[config.mk]
export PLATFORM = sky130hd
export DESIGN_NAME = stack_arbiter
export DESIGN_NICKNAME = d
export VERILOG_FILES = /design/src/rtl/stack_arb_pkg.sv /design/src/rtl/stack_arbiter_rr_arb2.sv /design/src/rtl/stack_arbiter.sv
export SDC_FILE = /design/constraint.sdc
export NUM_CORES = 1
export LEC_CHECK = 0
export BUFFER_PORTS_ARGS = -buffer_cell sky130_fd_sc_hd__clkbuf_2
export CAP_MARGIN = 25
export CORE_ASPECT_RATIO = 0.7
export CORE_MARGIN = 10
export CORE_UTILIZATION = 41
export DETAILED_ROUTE_END_ITERATION = 12
export GPL_ROUTABILITY_DRIVEN = 0
export PLACE_DENSITY = 0.74
export SYNTH_ARGS = -nofsm -noshare
export SYNTH_HDL_FRONTEND = slang
export SYNTH_SLANG_ARGS = --single-unit
[constraint.sdc]
create_clock -name clk -period 1.56 [get_ports clk]
set_input_delay 0.312 -clock clk [delete_from_list [all_inputs] [get_ports clk]]
set_output_delay 0.312 -clock clk [all_outputs]
set_load 0.02 [all_outputs]
[src/rtl/stack_arb_pkg.sv]
// Shared types and constants for the two-client stack arbiter.
package stack_arb_pkg;

  // Arbiter sequencing: wait for a request, strobe the stack, hand back the response.
  typedef enum logic [1:0] {
    IDLE  = 2'd0,
    ISSUE = 2'd1,
    RESP  = 2'd2
  } state_e;

  localparam logic OP_PUSH = 1'b1;
  localparam logic OP_POP  = 1'b0;

  // One-hot client mask from a client index.
  function automatic logic [1:0] onehot2(input logic idx);
    return idx ? 2'b10 : 2'b01;
  endfunction

endpackage

[src/rtl/stack_arbiter_rr_arb2.sv]
// Two-way round-robin picker: the client at the pointer wins if eligible,
// otherwise the other eligible client is chosen.
module rr_arb2 (
  input  logic [1:0] elig,
  input  logic       ptr,
  output logic       gnt_valid,
  output logic       gnt_idx
);

  // Pure combinational pick; the caller owns the pointer register.
  always_comb begin
    gnt_valid = |elig;
    gnt_idx   = ptr;
    if (!elig[ptr]) begin
      gnt_idx = ~ptr;
    end
  end

endmodule

[src/rtl/stack_arbiter.sv]
// Shares one LIFO stack between two valid/ready clients with round-robin
// arbitration, one operation in flight at a time.
// Optional feature macro: STACK_ARB_ERR_EN -- when defined, push-on-full and
// pop-on-empty are accepted and answered with rsp_err instead of waiting.
module stack_arbiter
  import stack_arb_pkg::*;
#(
  parameter int WIDTH = 4,
  parameter int DEPTH = 5
) (
  input  logic               clk,
  input  logic               rstn,
  input  logic [1:0]         req_valid,
  input  logic [1:0]         req_op,
  input  logic [2*WIDTH-1:0] req_data,
  output logic [1:0]         req_ready,
  output logic [1:0]         rsp_valid,
  input  logic [1:0]         rsp_ready,
  output logic [WIDTH-1:0]   rsp_data,
  output logic               rsp_err,
  output logic               stk_push,
  output logic               stk_pop,
  output logic [WIDTH-1:0]   stk_din,
  input  logic [WIDTH-1:0]   stk_dout,
  input  logic               stk_empty,
  input  logic               stk_full
);

  // DEPTH only documents the attached stack; reject nonsense values early.
  if (DEPTH < 1) begin : g_depth_chk
    $error("stack_arbiter: DEPTH must be at least 1");
  end

  state_e           state_q, state_d;
  logic             gnt_q, gnt_d;
  logic             op_q, op_d;
  logic             ptr_q, ptr_d;
  logic             err_q, err_d;
  logic             first_q, first_d;
  logic [WIDTH-1:0] din_q, din_d;
  logic [WIDTH-1:0] hold_q, hold_d;

  logic [1:0]       elig;
  logic             gnt_valid;
  logic             gnt_idx;
  logic             win_op;
  logic [WIDTH-1:0] win_data;
  logic             bad;

  // Which clients may be granted this cycle.
  always_comb begin
    elig = '0;
    for (int i = 0; i < 2; i++) begin
`ifdef STACK_ARB_ERR_EN
      elig[i] = req_valid[i];
`else
      elig[i] = req_valid[i] && ((req_op[i] == OP_PUSH) ? !stk_full : !stk_empty);
`endif
    end
  end

  rr_arb2 u_rr (
    .elig      (elig),
    .ptr       (ptr_q),
    .gnt_valid (gnt_valid),
    .gnt_idx   (gnt_idx)
  );

  // Operation and data of the winning client, plus whether it would misuse the stack.
  always_comb begin
    win_op   = req_op[gnt_idx];
    win_data = gnt_idx ? req_data[2*WIDTH-1:WIDTH] : req_data[WIDTH-1:0];
`ifdef STACK_ARB_ERR_EN
    bad      = (win_op == OP_PUSH) ? stk_full : stk_empty;
`else
    bad      = 1'b0;
`endif
  end

  // Next-state logic and the combinational accept strobe.
  always_comb begin
    state_d   = state_q;
    gnt_d     = gnt_q;
    op_d      = op_q;
    ptr_d     = ptr_q;
    err_d     = err_q;
    din_d     = din_q;
    hold_d    = hold_q;
    first_d   = (state_q != RESP);
    req_ready = 2'b00;
    case (state_q)
      IDLE: begin
        if (gnt_valid && rstn) begin
          req_ready = onehot2(gnt_idx);
          gnt_d     = gnt_idx;
          op_d      = win_op;
          ptr_d     = ~gnt_idx;
          err_d     = bad;
          if (win_op == OP_PUSH) begin
            din_d = win_data;
          end
          state_d = bad ? RESP : ISSUE;
        end
      end
      ISSUE: begin
        state_d = RESP;
      end
      RESP: begin
        if (first_q) begin
          hold_d = stk_dout;
        end
        if (rsp_ready[gnt_q]) begin
          state_d = IDLE;
        end
      end
      default: begin
        state_d = IDLE;
      end
    endcase
  end

  // State and datapath registers.
  always_ff @(posedge clk or negedge rstn) begin
    if (!rstn) begin
      state_q <= IDLE;
      gnt_q   <= 1'b0;
      op_q    <= OP_POP;
      ptr_q   <= 1'b0;
      err_q   <= 1'b0;
      first_q <= 1'b0;
      din_q   <= '0;
      hold_q  <= '0;
    end else begin
      state_q <= state_d;
      gnt_q   <= gnt_d;
      op_q    <= op_d;
      ptr_q   <= ptr_d;
      err_q   <= err_d;
      first_q <= first_d;
      din_q   <= din_d;
      hold_q  <= hold_d;
    end
  end

  // Outputs decoded from the registered state. The stack updates dout on the
  // RESP entry edge, so the first RESP cycle forwards it and later cycles use
  // the held copy.
  always_comb begin
    stk_push  = (state_q == ISSUE) && (op_q == OP_PUSH);
    stk_pop   = (state_q == ISSUE) && (op_q == OP_POP);
    stk_din   = din_q;
    rsp_valid = (state_q == RESP) ? onehot2(gnt_q) : 2'b00;
    rsp_data  = '0;
    if ((state_q == RESP) && (op_q == OP_POP) && !err_q) begin
      rsp_data = first_q ? stk_dout : hold_q;
    end
`ifdef STACK_ARB_ERR_EN
    rsp_err   = (state_q == RESP) && err_q;
`else
    rsp_err   = 1'b0;
`endif
  end

endmodule
==> flow_summary.json, run 1 <==
{
  "fill_cells": 131,
  "syn_area_sq_um": 807,
  "switching_share_pct": 38.7,
  "syn_avg_cell_area_sq_um": 9.96,
  "path_cells": "nor3b_2 -> o21ai_2 -> nor2_2 -> clkbuf_8",
  "drive_gt1_share_pct": 62.9,
  "synth_top_family_by_area": "simple AND/OR/NAND/NOR gates",
  "drc": 0,
  "power.switching_mw": 0.747,
  "htreeDepth": 1,
  "path_delay_family": "flip-flops",
  "worstReg2RegStart": "state_q[0]",
  "die_width_microns": 73.0,
  "worst_setup_path_start_kind": "flip-flop",
  "drt-met1-wl_microns": 1030,
  "synthMuxAreaShare_pct": 15.8,
  "post-route-util_pct": 72.4,
  "core_area_sq_um": 1870,
  "synth-seq-area-share_pct": 43.4,
  "period_minus_slack_ns": 1.69,
  "synth_edf_count": 0,
  "synth_top_area_cell": "dfrtp_1",
  "cap_violations": 0,
  "drt_pass1_iterations": 4,
  "route.met3.wl_microns": 226,
  "grt_pass1_vias": 854,
  "internal_power_mw": 1.18,
  "ios": 37,
  "dpl.hpwl_microns": 1950,
  "slowest_delay_ns": 0.43,
  "syn_to_final_growth_pct": 67.9,
  "cts_tree": "yes",
  "dieArea_sq_um": 4170,
  "via_count": 826,
  "critPathArrivalTime_ns": 1.38,
  "synth_most_common_cell": "dfrtp_1",
  "status": "finished, violations left",
  "grt_max_degree": 14,
  "worst-setup-path-type": "flip-flop to primary output",
  "crit_required_ns": 1.25,
  "cts_sinks": 14,
  "synthAdderAreaFrac_pct": 0,
  "crit_path_top_delay_cell": "dfrtp_1",
  "layout_setup_ws_ns": -0.135,
  "syn-num-nets": 103,
  "setup.worst_path.start": "state_q[0]",
  "antenna_left": 0,
  "synth-compound-area-share_pct": 13.6,
  "ys_types": 26,
  "fin_crit_sh_pct": 109,
  "worst_clock_skew_ns": 0.00171,
  "fp.dieH_microns": 57.1,
  "portBuffers": 35,
  "synthCells": 81,
  "drtIter0Drc": 12,
  "grt_pass1_wl_microns": 4290,
  "clock_path_buffers": 2,
  "root_buffer": "clkbuf_4",
  "rsz0062_at_grt": "yes",
  "cp_max_fo": 3,
  "synthTopCellsByArea": "dfrtp_1, mux2_2, mux2i_1",
  "hold_violations": 0,
  "p_per_area_nw_per_um2": 1420,
  "wl_per_cell_microns": 16.6,
  "synth_top_area_share_pct": 43.4,
  "p_leak_nw": 0.671,
  "vdd_drop_max_mv": 0.905,
  "regArea_sq_um": 352,
  "maxUsedRoutingLayer": "met3",
  "start_util_pct": 43.1,
  "async_flop_share_pct": 100,
  "antenna_cells": 0,
  "ys_top_cells_by_count": "dfrtp_1, nor2_1, o21ai_0",
  "met2_length_microns": 1440,
  "fmax_mhz": 590,
  "cts-buffers-inserted": 3,
  "synth_seq_cells": 14,
  "overflow": 0,
  "multi_input_area_sq_um": 519,
  "antenna_found_initial": 0,
  "hold_path_class": "input port to asynchronous set/reset pin",
  "synth-simple-area-share_pct": 23.9,
  "fin_cells": 162,
  "clockPowerShare_pct": 13.4,
  "path_buf_inv": 1,
  "synth-xor-area-share_pct": 0,
  "rows": 13,
  "worstSkewPairLatency_ns": 0.28,
  "nets": 163,
  "seq_power_share_pct": 34.8,
  "ys.flop_type": "dfrtp_1",
  "yosysWarnings": 0,
  "vias_per_cell": 5.10,
  "end_kind": "primary output",
  "grt.total_usage_pct": 12.7,
  "violations": "negative setup slack",
  "drt_wl_total_microns": 2690,
  "dpl.cell_count": 152,
  "path_clk_slew_ns": 0.08,
  "finalSetupViolCount": 15,
  "pwr-share-comb_pct": 51.8,
  "drv_slew": 0
}
worst paths after layout:
kind / endpoint / slack, ns / cells after the start
setup / recovery: req_ready[0] / -0.13 / 4
hold / removal: stk_din[1] / 0.02 / 2
setup reg to reg: stk_din[1] / -0.10 / 5
hold reg to reg: hold_q[3] / 0.52 / 1
max in group asynchronous: ptr_q / 0.95 / 3
min in group clk: hold_q[3] / 0.28 / 2
power by group through the flow:
stage               combinational [mW]  sequential [mW]  clock [mW]
finish                            1.00            0.671       0.258
global route                      1.08            0.692       0.284
CTS                              0.920            0.649       0.264
detailed placement               0.790            0.655           0
global placement                 0.768            0.644           0
floorplan                        0.439            0.686           0
sequential cells by signal (all words and copies together) (netlist names):
register  count
first_q       1
gnt_q         1
hold_q        4
op_q          1
ptr_q         1
state_q       2
stk_din       4
cell type report:
cell class / instances / share of cell area, %
multi-input combinational: 62 / 38.3
timing repair buffer: 57 / 30.2
sequential: 14 / 25.9
clock buffer: 4 / 2.68
tap: 22 / 2.03
inverter: 3 / 0.831
routing by layer:
metal | GRT usage (%) | vias up
met5 | 0 | -
met4 | 1.62 | 0
met3 | 6.22 | 0
met2 | 22.0 | 24
met1 | 13.9 | 394
li1 | - | 408
layout by cell type, fill, tap and decap left out, types with 4 or more instances in the layout:
| cell | netlist | final |
|---|---|---|
| o21ai_0 | 7 | 5 |
| mux2i_1 | 6 | 6 |
| mux2_2 | 6 | 6 |
| buf_4 | 1 | 21 |
| buf_6 | 0 | 6 |
| dfrtp_1 | 14 | 13 |
| nand3b_1 | 4 | 4 |
| clkbuf_2 | 0 | 25 |
| nor3_2 | 1 | 4 |
| a31oi_1 | 5 | 5 |
through the flow:
step	hold WS (ns)	power [mW]	TNS (ns)	setup WS (ns)	cell area (sq um)
finish	0.0231	1.93	-1.25	-0.135	1360
global route	0.0154	2.05	-2.50	-0.230	1360
CTS	0.00527	1.83	-1.06	-0.143	1290
detailed placement	0.244	1.44	-1.03	-0.211	1130
global placement	0.238	1.41	-0.687	-0.130	1130
floorplan	0.0164	1.13	-0.132	-0.0286	817
cell families (layout without fill, tap and decap cells):
logic type,count (synthesis),in the layout
AOI/OAI and AO/OA,16,16
buffers and inverters,5,64
DFF,14,14
muxes,12,12
other,1,1
and+or+nand+nor,33,33
what timing repair did:
action,4_1_cts,5_1_grt
pin swaps,6,2
setup buffers,4,1
hold buffers,1,0
endpoints found under the setup margin,12,15
cloned,0,0
resized for setup,26,23
hold endpoints to repair,1,0
Note: power is estimated with default switching activity, not from simulation.
==> run 2, diff against run 1 <==
--- a/config.mk
+++ b/config.mk
@@ -9,10 +9,11 @@
 export CAP_MARGIN = 25
 export CORE_ASPECT_RATIO = 0.7
 export CORE_MARGIN = 10
-export CORE_UTILIZATION = 41
+export CORE_UTILIZATION = 40
 export DETAILED_ROUTE_END_ITERATION = 12
 export GPL_ROUTABILITY_DRIVEN = 0
-export PLACE_DENSITY = 0.74
+export PLACE_DENSITY = 0.73
 export SYNTH_ARGS = -nofsm -noshare
 export SYNTH_HDL_FRONTEND = slang
+export SYNTH_HIERARCHICAL = 1
 export SYNTH_SLANG_ARGS = --single-unit
==> flow_summary.json, run 2 <==
{
  "grt_max_degree": 15,
  "drt_pass1_iterations": 4,
  "drive_gt1_share_pct": 69.9,
  "ys_types": 21,
  "fill_cells": 140,
  "final_common_cell": "clkbuf_2",
  "start_util_pct": 42.5,
  "cts_tree": "yes",
  "clock_path_buffers": 2,
  "synthTopCellsByArea": "dfrtp_1, mux2_2, mux2i_1",
  "fin_cells": 135,
  "cts_sinks": 14,
  "worstReg2RegStart": "ptr_q",
  "drt_wl_total_microns": 2160,
  "dieArea_sq_um": 4200,
  "antenna_left": 0,
  "critPathArrivalTime_ns": 1.83,
  "nets": 137,
  "antenna_found_initial": 0,
  "pre_cts_ws_ns": -0.375,
  "clockPowerShare_pct": 11.4,
  "status": "finished, violations left",
  "post-route-util_pct": 64.9,
  "overflow": 0,
  "crit_required_ns": 1.73,
  "worst_setup_path_start_kind": "input port",
  "antenna_cells": 0,
  "worstSkewPairLatency_ns": 0.28,
  "yosysWarnings": 6,
  "finalSetupTns_ns": -0.835,
  "p_per_area_nw_per_um2": 1450,
  "worstHoldStart": "stk_dout[1]",
  "grt_pass1_wl_microns": 3130,
  "synth_edf_count": 0,
  "pwr-share-comb_pct": 51.9,
  "portBuffers": 35,
  "hold_ws_ns": 0.280,
  "fmax_mhz": 603,
  "cap_violations": 0,
  "async_flop_share_pct": 100,
  "cts-buffers-inserted": 3,
  "hold_violations": 0,
  "fin_crit_sh_pct": 106,
  "layout_setup_ws_ns": -0.0992,
  "min_delay_path_depth": 2,
  "core_area_sq_um": 1870,
  "syn-num-nets": 90,
  "worst-setup-path-type": "input port to flip-flop",
  "synth_seq_cells": 14,
  "vdd_drop_max_mv": 0.921,
  "wl_per_cell_microns": 16.0,
  "synth-seq-area-share_pct": 44.0,
  "ys_top_cells_by_count": "dfrtp_1, mux2_2, nor2_1",
  "rsz0062_at_grt": "yes",
  "grt_pass1_vias": 670,
  "finalSetupViolCount": 11,
  "syn_to_final_growth_pct": 52.7,
  "grt.total_usage_pct": 9.57,
  "via_count": 648,
  "die_width_microns": 73.3,
  "synth_top_area_cell": "dfrtp_1",
  "placed_area_sq_um": 1020,
  "p_leak_nw": 0.637,
  "r2r_cells": 6,
  "violations": "negative setup slack",
  "end_kind": "flip-flop",
  "hold_path_class": "input port to flip-flop",
  "synth_top_area_share_pct": 44.0,
  "setup.worst_path.start": "req_op[1]",
  "fp.dieH_microns": 57.3,
  "seq_power_share_pct": 36.8,
  "htreeDepth": 1,
  "dpl.cell_count": 128,
  "vias_per_cell": 4.80,
  "rows": 13,
  "drc": 0,
  "ys.flop_type": "dfrtp_1",
  "syn_avg_cell_area_sq_um": 11.7,
  "final_cell_area_sq_um": 1210,
  "cp_max_fo": 6,
  "period_minus_slack_ns": 1.66,
  "switching_share_pct": 37.8,
  "power.switching_mw": 0.665,
  "worst_clock_skew_ns": 0.00116,
  "synth_most_common_cell": "dfrtp_1",
  "drv_slew": 0,
  "dpl.hpwl_microns": 1630,
  "p_total_mw": 1.76,
  "mostFrequentLayoutCells": "clkbuf_2, dfrtp_1, mux2_2, buf_4, buf_6",
  "synthCells": 68,
  "ios": 37,
  "root_buffer": "clkbuf_4",
  "drtIter0Drc": 17,
  "internal_power_mw": 1.09,
  "syn_area_sq_um": 796,
  "path_clk_slew_ns": 0.08
}
==> run 2: worst paths after layout <==
| path | endpoint | slack, ns |
|---|---|---|
| max in group asynchronous | first_q | 0.80 |
| hold reg to reg | ptr_q | 0.51 |
| setup reg to reg | stk_din[0] | -0.08 |
| hold / removal | hold_q[1] | 0.28 |
| setup / recovery | stk_din[0] | -0.1 |
| min in group asynchronous | state_q[1] | 0.59 |
==> run 2: metal layers <==
metal / vias to the layer above / share of wire (%) / GRT usage, %
li1: 314 / - / -
met1: 296 / 40 / 9.70
met2: 32 / 49 / 16.5
met3: 6 / 8.6 / 4.49
met4: 0 / 1.7 / 3.98
met5: - / 0 / 0
==> run 2: worst max-delay path, cell delays in order <==
cell and delay (ns):
buf_6 0.07, mux2i_1 0.15, and2_1 0.14, inv_1 0.05
mux2i_1 0.15, buf_4 0.16, buf_8 0.13, mux2i_4 0.28
nor2_8 0.08, mux2_4 0.30
==> run 2: kinds of logic after synthesis <==
logic type / synth area share, %
AND/OR/NAND/NOR: 14.0
buffers and inverters: 5.98
other: 0.471
flip-flops: 44.0
AO/OA/AOI/OAI: 3.62
multiplexers: 31.9
==> run 2: power groups by stage <==
stage / combinational [mW] / clock [mW] / sequential, mW
after floorplan: 0.486 / 0 / 0.669
after CTS: 0.811 / 0.205 / 0.636
final: 0.912 / 0.200 / 0.646
after global routing: 0.972 / 0.224 / 0.668
after global placement: 0.713 / 0 / 0.635
after detailed placement: 0.729 / 0 / 0.643
==> run 2: area by class of cell <==
type / count / area (sq um) / area share, %
Multi-Input combinational cell: 45 / 463 / 38.1
Timing Repair Buffer: 46 / 332 / 27.3
Sequential cell: 14 / 352 / 28.9
Clock buffer: 3 / 22.5 / 1.85
Inverter: 5 / 18.8 / 1.54
Tap cell: 22 / 27.5 / 2.27
==> run 2: repair_timing <==
item / in CTS / in global routing
resized for setup: 18 / 31
hold buffers: 1 / 0
setup buffers: 3 / 0
pin swaps: 9 / 6
endpoints found under the hold margin: 14 / 0
setup endpoints to repair: 11 / 13
